===== config.mk =====
export PLATFORM = sky130hd
export DESIGN_NAME = megaram_mem_responder
export DESIGN_NICKNAME = d
export VERILOG_FILES = /design/src/rtl/megaram_mem_responder.sv
export SDC_FILE = /design/constraint.sdc
export NUM_CORES = 1
export LEC_CHECK = 0
export ABC_AREA = 1
export CORE_MARGIN = 5
export CORE_UTILIZATION = 44
export CTS_CLUSTER_SIZE = 24
export DETAILED_ROUTE_END_ITERATION = 12
export HOLD_SLACK_MARGIN = 0.08
export PLACE_DENSITY = 0.84
export SYNTH_ARGS = -nofsm -noshare
export SYNTH_HDL_FRONTEND = slang
export SYNTH_SLANG_ARGS = --single-unit

===== constraint.sdc =====
create_clock -name clk_27m -period 1.59 [get_ports clk_27m]
set_clock_uncertainty 0.15 [all_clocks]
set_input_delay 0.318 -clock clk_27m [delete_from_list [all_inputs] [get_ports clk_27m]]
set_output_delay 0.318 -clock clk_27m [all_outputs]
set_load 0.01 [all_outputs]

===== src/rtl/megaram_mem_responder.sv =====
`timescale 1ns/1ps
// -----------------------------------------------------------------------------
// megaram_mem_responder
//
// Memory-side responder for the MegaROM/SCC mapper. Each CPU bus cycle that
// targets the megaram window produces exactly one external-memory transaction.
// The Z80 is held in WAIT until memory acknowledges. A timeout aborts a hung
// transaction so that the bus can never freeze.
//
// Ports
//   clk_27m       in   system clock
//   reset         in   synchronous reset, active-high
//   megaram_req   in   mapper request, level, held for the whole bus cycle
//   megaram_wrt   in   request is a write (sampled only at start)
//   megaram_addr  in   21-bit mapped byte address
//   cpu_dout      in   CPU write data
//   mem_req       out  memory request, held until ack or timeout
//   mem_we        out  memory write enable, valid with mem_req
//   mem_addr      out  BASE_ADDR + megaram_addr, wrapping at 2^23
//   mem_wdata     out  memory write data
//   mem_ack       in   one-cycle completion pulse from memory
//   mem_rdata     in   read data, valid in the mem_ack cycle
//   bus_data      out  read data returned to the CPU
//   bus_data_en   out  drive bus_data onto the CPU bus
//   bus_wait_n    out  active-low Z80 WAIT
//   timeout_err   out  one-cycle pulse when a transaction aborts
// -----------------------------------------------------------------------------
module megaram_mem_responder #(
    parameter logic [22:0] BASE_ADDR = 23'h200000,
    parameter int          TIMEOUT   = 255
) (
    input  logic        clk_27m,
    input  logic        reset,
    input  logic        megaram_req,
    input  logic        megaram_wrt,
    input  logic [20:0] megaram_addr,
    input  logic [7:0]  cpu_dout,
    output logic        mem_req,
    output logic        mem_we,
    output logic [22:0] mem_addr,
    output logic [7:0]  mem_wdata,
    input  logic        mem_ack,
    input  logic [7:0]  mem_rdata,
    output logic [7:0]  bus_data,
    output logic        bus_data_en,
    output logic        bus_wait_n,
    output logic        timeout_err
);

    typedef enum logic [1:0] {
        ST_IDLE = 2'd0,
        ST_REQ  = 2'd1,
        ST_DONE = 2'd2
    } state_t;

    // r_cnt counts REQ cycles already completed, so the TIMEOUT-th REQ cycle
    // is the one where r_cnt holds TIMEOUT-1.
    localparam logic [7:0] CNT_LAST = 8'(TIMEOUT - 1);

    state_t      r_state;
    logic        r_req_d;
    logic [7:0]  r_cnt;
    logic        r_is_read;
    logic        r_dropped;
    logic        r_mem_req;
    logic        r_mem_we;
    logic [22:0] r_mem_addr;
    logic [7:0]  r_mem_wdata;
    logic [7:0]  r_bus_data;
    logic        r_bus_data_en;
    logic        r_bus_wait_n;
    logic        r_timeout_err;

    logic        w_start;
    logic        w_cnt_last;
    logic        w_abandon;
    logic [22:0] w_addr;

    // Start is the rising edge of megaram_req; req_d is tracked regardless of
    // state so a start landing on the DONE->IDLE cycle is still seen.
    assign w_start    = megaram_req & ~r_req_d;
    assign w_cnt_last = (r_cnt == CNT_LAST);
    // The CPU has left the bus cycle: finish the memory access quietly.
    assign w_abandon  = r_dropped | ~megaram_req;
    assign w_addr     = BASE_ADDR + {2'b00, megaram_addr};

    // Transaction FSM with all outputs registered.
    always_ff @(posedge clk_27m) begin
        if (reset) begin
            r_state       <= ST_IDLE;
            r_req_d       <= 1'b0;
            r_cnt         <= 8'd0;
            r_is_read     <= 1'b0;
            r_dropped     <= 1'b0;
            r_mem_req     <= 1'b0;
            r_mem_we      <= 1'b0;
            r_mem_addr    <= 23'd0;
            r_mem_wdata   <= 8'd0;
            r_bus_data    <= 8'hFF;
            r_bus_data_en <= 1'b0;
            r_bus_wait_n  <= 1'b1;
            r_timeout_err <= 1'b0;
        end else begin
            r_req_d       <= megaram_req;
            r_timeout_err <= 1'b0;
            case (r_state)
                ST_IDLE: begin
                    if (w_start) begin
                        r_mem_we     <= megaram_wrt;
                        r_mem_addr   <= w_addr;
                        r_mem_wdata  <= cpu_dout;
                        r_is_read    <= ~megaram_wrt;
                        r_dropped    <= 1'b0;
                        r_cnt        <= 8'd0;
                        r_mem_req    <= 1'b1;
                        r_bus_wait_n <= 1'b0;
                        r_state      <= ST_REQ;
                    end else begin
                        r_state <= ST_IDLE;
                    end
                end
                ST_REQ: begin
                    r_cnt <= r_cnt + 8'd1;
                    if (!megaram_req) begin
                        r_dropped <= 1'b1;
                    end else begin
                        r_dropped <= r_dropped;
                    end
                    // Ack takes priority over a coincident timeout.
                    if (mem_ack) begin
                        r_mem_req    <= 1'b0;
                        r_bus_wait_n <= 1'b1;
                        if (r_is_read && !w_abandon) begin
                            r_bus_data    <= mem_rdata;
                            r_bus_data_en <= 1'b1;
                        end else begin
                            r_bus_data_en <= 1'b0;
                        end
                        r_state <= w_abandon ? ST_IDLE : ST_DONE;
                    end else if (w_cnt_last) begin
                        r_mem_req     <= 1'b0;
                        r_bus_wait_n  <= 1'b1;
                        r_timeout_err <= 1'b1;
                        if (!w_abandon) begin
                            r_bus_data    <= 8'hFF;
                            r_bus_data_en <= r_is_read;
                        end else begin
                            r_bus_data_en <= 1'b0;
                        end
                        r_state <= w_abandon ? ST_IDLE : ST_DONE;
                    end else begin
                        r_state <= ST_REQ;
                    end
                end
                ST_DONE: begin
                    if (!megaram_req) begin
                        r_bus_data_en <= 1'b0;
                        r_state       <= ST_IDLE;
                    end else begin
                        r_state <= ST_DONE;
                    end
                end
                default: begin
                    r_mem_req     <= 1'b0;
                    r_bus_wait_n  <= 1'b1;
                    r_bus_data_en <= 1'b0;
                    r_state       <= ST_IDLE;
                end
            endcase
        end
    end

    assign mem_req     = r_mem_req;
    assign mem_we      = r_mem_we;
    assign mem_addr    = r_mem_addr;
    assign mem_wdata   = r_mem_wdata;
    assign bus_data    = r_bus_data;
    assign bus_data_en = r_bus_data_en;
    assign bus_wait_n  = r_bus_wait_n;
    assign timeout_err = r_timeout_err;

endmodule


==> impl_metrics.sql <==
INSERT INTO impl_metrics (metric_group, metric, value, unit) VALUES
('floorplanning', 'die_area', '0.00693', 'mm2'),
('cts', 'cts_htree_levels', '2', ''),
('synth', 'syn_inst', '298', ''),
('worst_setup_path', 'critical-path-max-stage-delay', '0.35', 'ns'),
('global_route', 'number_of_antenna_violations_at_the_first_check_in_global_routing', '0', ''),
('power_and_ir_drop', 'power_leakage', '1.51', 'nW'),
('sta', 'layout_worst_path_cycle_share', '0.936', ''),
('placement', 'routabilityCongestion', '0.800', ''),
('routing', 'drt_first_iter_violations', '124', ''),
('placement', 'post-dp-hpwl', '4.24', 'mm'),
('final_layout', 'drive_above_1_share', '0.166', ''),
('cts', 'worst_setup_hold_path_clk_slew', '0.09', 'ns'),
('final_layout', 'multiInputGateArea', '0.00110', 'mm2'),
('worst_setup_path', 'crit_path_end_kind', 'register', ''),
('final_layout', 'seq_area', '0.00112', 'mm2'),
('global_route', 'global_route_wire_length_before_repair', '10.0', 'mm'),
('worst_hold_path', 'hold_path.class', 'reg2reg', ''),
('flow_run', 'cap_viol_max_count', '0', ''),
('synth', 'synth_nets', '342', ''),
('sta', 'rsz0062_at_grt', 'false', ''),
('floorplanning', 'floorplan.die.width', '83.2', 'um'),
('cts', 'tritoncts', 'built', ''),
('placement', 'dpl_cell_area', '0.00330', 'mm2'),
('run_status', 'status', 'finished, final reports clean', ''),
('routing', 'route.detailed.drc', '0', ''),
('worst_setup_path', 'crit_fanout', '8', ''),
('worst_setup_path', 'worstPathRequired', '1.64', 'ns'),
('synth', 'synth.lib_cells_used.distinct', '29', ''),
('synth', 'synth.ff_latch_count', '56', ''),
('final_layout', 'leading_cell_types_in_the_layout_fill_and_taps_excluded', 'sky130_fd_sc_hd__nor2_1, sky130_fd_sc_hd__dfxtp_1, sky130_fd_sc_hd__dlygate4sd2_1, sky130_fd_sc_hd__clkdlybuf4s50_1', ''),
('sta', 'achievable-frequency', '672', 'MHz'),
('routing', 'dr_total_vias', '2227', ''),
('floorplanning', 'ios', '86', ''),
('worst_setup_path', 'timing.critical_path.slowest_stage_cell', 'sky130_fd_sc_hd__dfxtp_2', ''),
('power_and_ir_drop', 'pwr_density_cell', '840', 'mW/mm2'),
('routing', 'totalWireLength', '5.94', 'mm'),
('floorplanning', 'number_of_placement_rows', '26', ''),
('synth', 'ys_seq_area_frac', '0.475', ''),
('worst_setup_path', 'critPathBufInv', '1', ''),
('synth', 'synth_warnings', '0', ''),
('power_and_ir_drop', 'overall_power_after_layout', '0.00285', 'W'),
('final_layout', 'antenna-diode-count', '0', ''),
('global_route', 'grt_start_max_net_pins', '37', ''),
('worst_setup_path', 'cp_launch_type', 'register', ''),
('sta', 'final-setup-viol-count', '0', ''),
('power_and_ir_drop', 'vdd.ir_drop.worst', '0.583', 'mV'),
('cts', 'tritoncts_num_sinks', '56', ''),
('routing', 'postRouteAntennaNets', '0', ''),
('routing', 'wl_per_cell', '12.9', 'um'),
('final_layout', 'finalInstanceArea', '0.00339', 'mm2'),
('routing', 'drt-vias-per-instance', '4.83', ''),
('worst_setup_path', 'timing.critical_path.cells', 'inv_2, ha_4, nand2_2, nor2_4, nand2_4, nand2_8, nand3_4, nand2_1, nand3_1', ''),
('cts', 'cts_hold_buf', '0', ''),
('synth', 'top_cells_by_area_synth', 'sky130_fd_sc_hd__dfxtp_1, sky130_fd_sc_hd__nor2_1, sky130_fd_sc_hd__o21ai_0', ''),
('routing', 'detailedRoute.firstPassIterationCount', '4', ''),
('worst_setup_path', 'family_with_the_most_delay_on_the_worst_path', 'simple AND/OR/NAND/NOR gates', ''),
('global_route', 'global_route.usage.total', '0.170', ''),
('floorplanning', 'floorplan.initialDensity', '0.456', ''),
('sta', 'hold_violations', '0', ''),
('final_layout', 'nNetsFinal', '435', ''),
('floorplanning', 'floorplan.core_area', '0.00517', 'mm2'),
('worst_setup_path', 'critical_path_arrival', '1.53', 'ns'),
('worst_setup_path', 'path_class', 'reg2reg', ''),
('final_layout', 'fillerInstances', '449', ''),
('synth', 'avgSynthCellArea', '7.92', 'um2'),
('sta', 'period_minus_slack', '1.49', 'ns'),
('synth', 'netlist_area', '0.00236', 'mm2'),
('cts', 'maximum_buffer_depth_of_the_clock_tree', '2', ''),
('global_route', 'grt_pass1_vias', '2240', ''),
('cts', 'clock_tree.root_cell', 'sky130_fd_sc_hd__clkbuf_8', ''),
('cts', 'clock_latency', '0.30', 'ns'),
('final_layout', 'final_common_cell', 'sky130_fd_sc_hd__nor2_1', ''),
('cts', 'cts_made_buffers', '5', ''),
('placement', 'buffer_ports.inserted', '84', ''),
('floorplanning', 'die-height', '83.2', 'um'),
('sta', 'timing_max_transition_violations_final', '0', ''),
('synth', 'post-synth-top-area-cell', 'sky130_fd_sc_hd__dfxtp_1', ''),
('synth', 'share_of_the_synthesized_area_in_the_top_cell_type', '0.475', ''),
('global_route', 'grt-ovfl-total', '0', ''),
('final_layout', 'synthToLayoutAreaGrowth', '43.6', '%');
## cell usage after synthesis
| cell type | n |
|---|---|
| sky130_fd_sc_hd__inv_1 | 14 |
| sky130_fd_sc_hd__nand2_4 | 3 |
| sky130_fd_sc_hd__nand4_1 | 9 |
| sky130_fd_sc_hd__nand3_4 | 1 |
| sky130_fd_sc_hd__ha_1 | 2 |
| sky130_fd_sc_hd__buf_2 | 2 |
| sky130_fd_sc_hd__a21oi_2 | 3 |
| sky130_fd_sc_hd__nor4_1 | 1 |
| sky130_fd_sc_hd__inv_4 | 1 |
| sky130_fd_sc_hd__clkbuf_1 | 4 |
| sky130_fd_sc_hd__or2_2 | 10 |
| sky130_fd_sc_hd__a21oi_1 | 12 |
| sky130_fd_sc_hd__conb_1 | 1 |
| sky130_fd_sc_hd__dfxtp_1 | 56 |
| sky130_fd_sc_hd__nand2_2 | 5 |
| sky130_fd_sc_hd__o21ai_1 | 2 |
| sky130_fd_sc_hd__nor2_4 | 2 |
| sky130_fd_sc_hd__nor2_1 | 64 |
| sky130_fd_sc_hd__inv_2 | 3 |
| sky130_fd_sc_hd__buf_6 | 6 |
| sky130_fd_sc_hd__nand2_1 | 36 |
| sky130_fd_sc_hd__a21oi_4 | 1 |
| sky130_fd_sc_hd__nor3_1 | 1 |
| sky130_fd_sc_hd__nand3_1 | 18 |
| sky130_fd_sc_hd__nor2_2 | 5 |
| sky130_fd_sc_hd__buf_4 | 2 |
| sky130_fd_sc_hd__o21ai_0 | 32 |
| sky130_fd_sc_hd__nor2_8 | 1 |
| sky130_fd_sc_hd__o21bai_1 | 1 |
## per-stage QoR
step           utilization  cells  setup TNS [ns]  hold slack (ns)  worst slack [ns]
2_1_floorplan            -    298               0            0.245             0.233
3_3_place_gp         0.637    450           -6.01            0.288            -0.161
3_5_place_dp         0.637    450           -7.74            0.297            -0.221
4_1_cts              0.642    457               0            0.316            0.0353
5_1_grt              0.655    461               0            0.321           0.00431
6_report             0.655    461               0            0.315             0.102
## path summary, 6_finish.rpt
path	from	end	slack [ns]	cells past startpoint
worst min register to register	r_dropped	r_dropped	0.31	2
worst max-delay path	r_cnt[0]	bus_data[0]	0.10	9
worst max register to register	r_cnt[0]	bus_data[0]	0.10	9
worst min-delay path	r_dropped	r_dropped	0.31	2
## tightest hold or removal path, cell delays in order, from the launching register on
cell and delay [ns]:
sky130_fd_sc_hd__dfxtp_1 0.32, sky130_fd_sc_hd__nand2_1 0.06, sky130_fd_sc_hd__a21oi_1 0.05
## layout make-up
class | instances | area share
clock buffer | 6 | 0.0214
clock inverter | 1 | 0.00148
inverter | 18 | 0.0207
multi-input combinational | 210 | 0.324
sequential | 56 | 0.332
tap | 70 | 0.0258
timing repair buffer | 100 | 0.275
## per-layer routing
| metal | vias up | routed length (um) | part of all wire | GRT usage |
|---|---|---|---|---|
| met5 | - | 0 | 0 | 0 |
| met4 | 0 | 30 | 0.0051 | 0.0312 |
| met3 | 5 | 647 | 0.11 | 0.0871 |
| met2 | 73 | 2790 | 0.47 | 0.290 |
| met1 | 1007 | 2470 | 0.42 | 0.191 |
| li1 | 1142 | - | - | - |
## flip-flops by register name (all words and copies together) (netlist names)
name	cells
mem_addr	22
bus_data	8
mem_wdata	8
r_cnt	8
r_state	2
bus_data_en	1
bus_wait_n	1
mem_req	1
mem_we	1
r_dropped	1
r_is_read	1
r_req_d	1
timeout_err	1
## power by group
group	leakage [nW]	internal, W	switching [W]	total [W]
sequential	0.461	0.00149	0.0000452	0.00154
clock	0.0410	0.000301	0.000432	0.000733
combinational	1.01	0.000283	0.000293	0.000575
total	1.51	0.00208	0.000770	0.00285
## kinds of logic after synthesis
kind of cell	after synthesis	synth area share
DFF	56	0.475
AOI/OAI and AO/OA	51	0.119
other	1	0.00159
buffers and inverters	32	0.0753
and+or+nand+nor	156	0.319
adders and majority gates	2	0.0106
## repair_timing
item | CTS | global route
pin swaps | 0 | 3
endpoints found under the setup margin | 43 | 8
buffers inserted | 0 | 4
gates resized for setup | 43 | 11
Note: power is estimated with default switching activity, not from simulation.
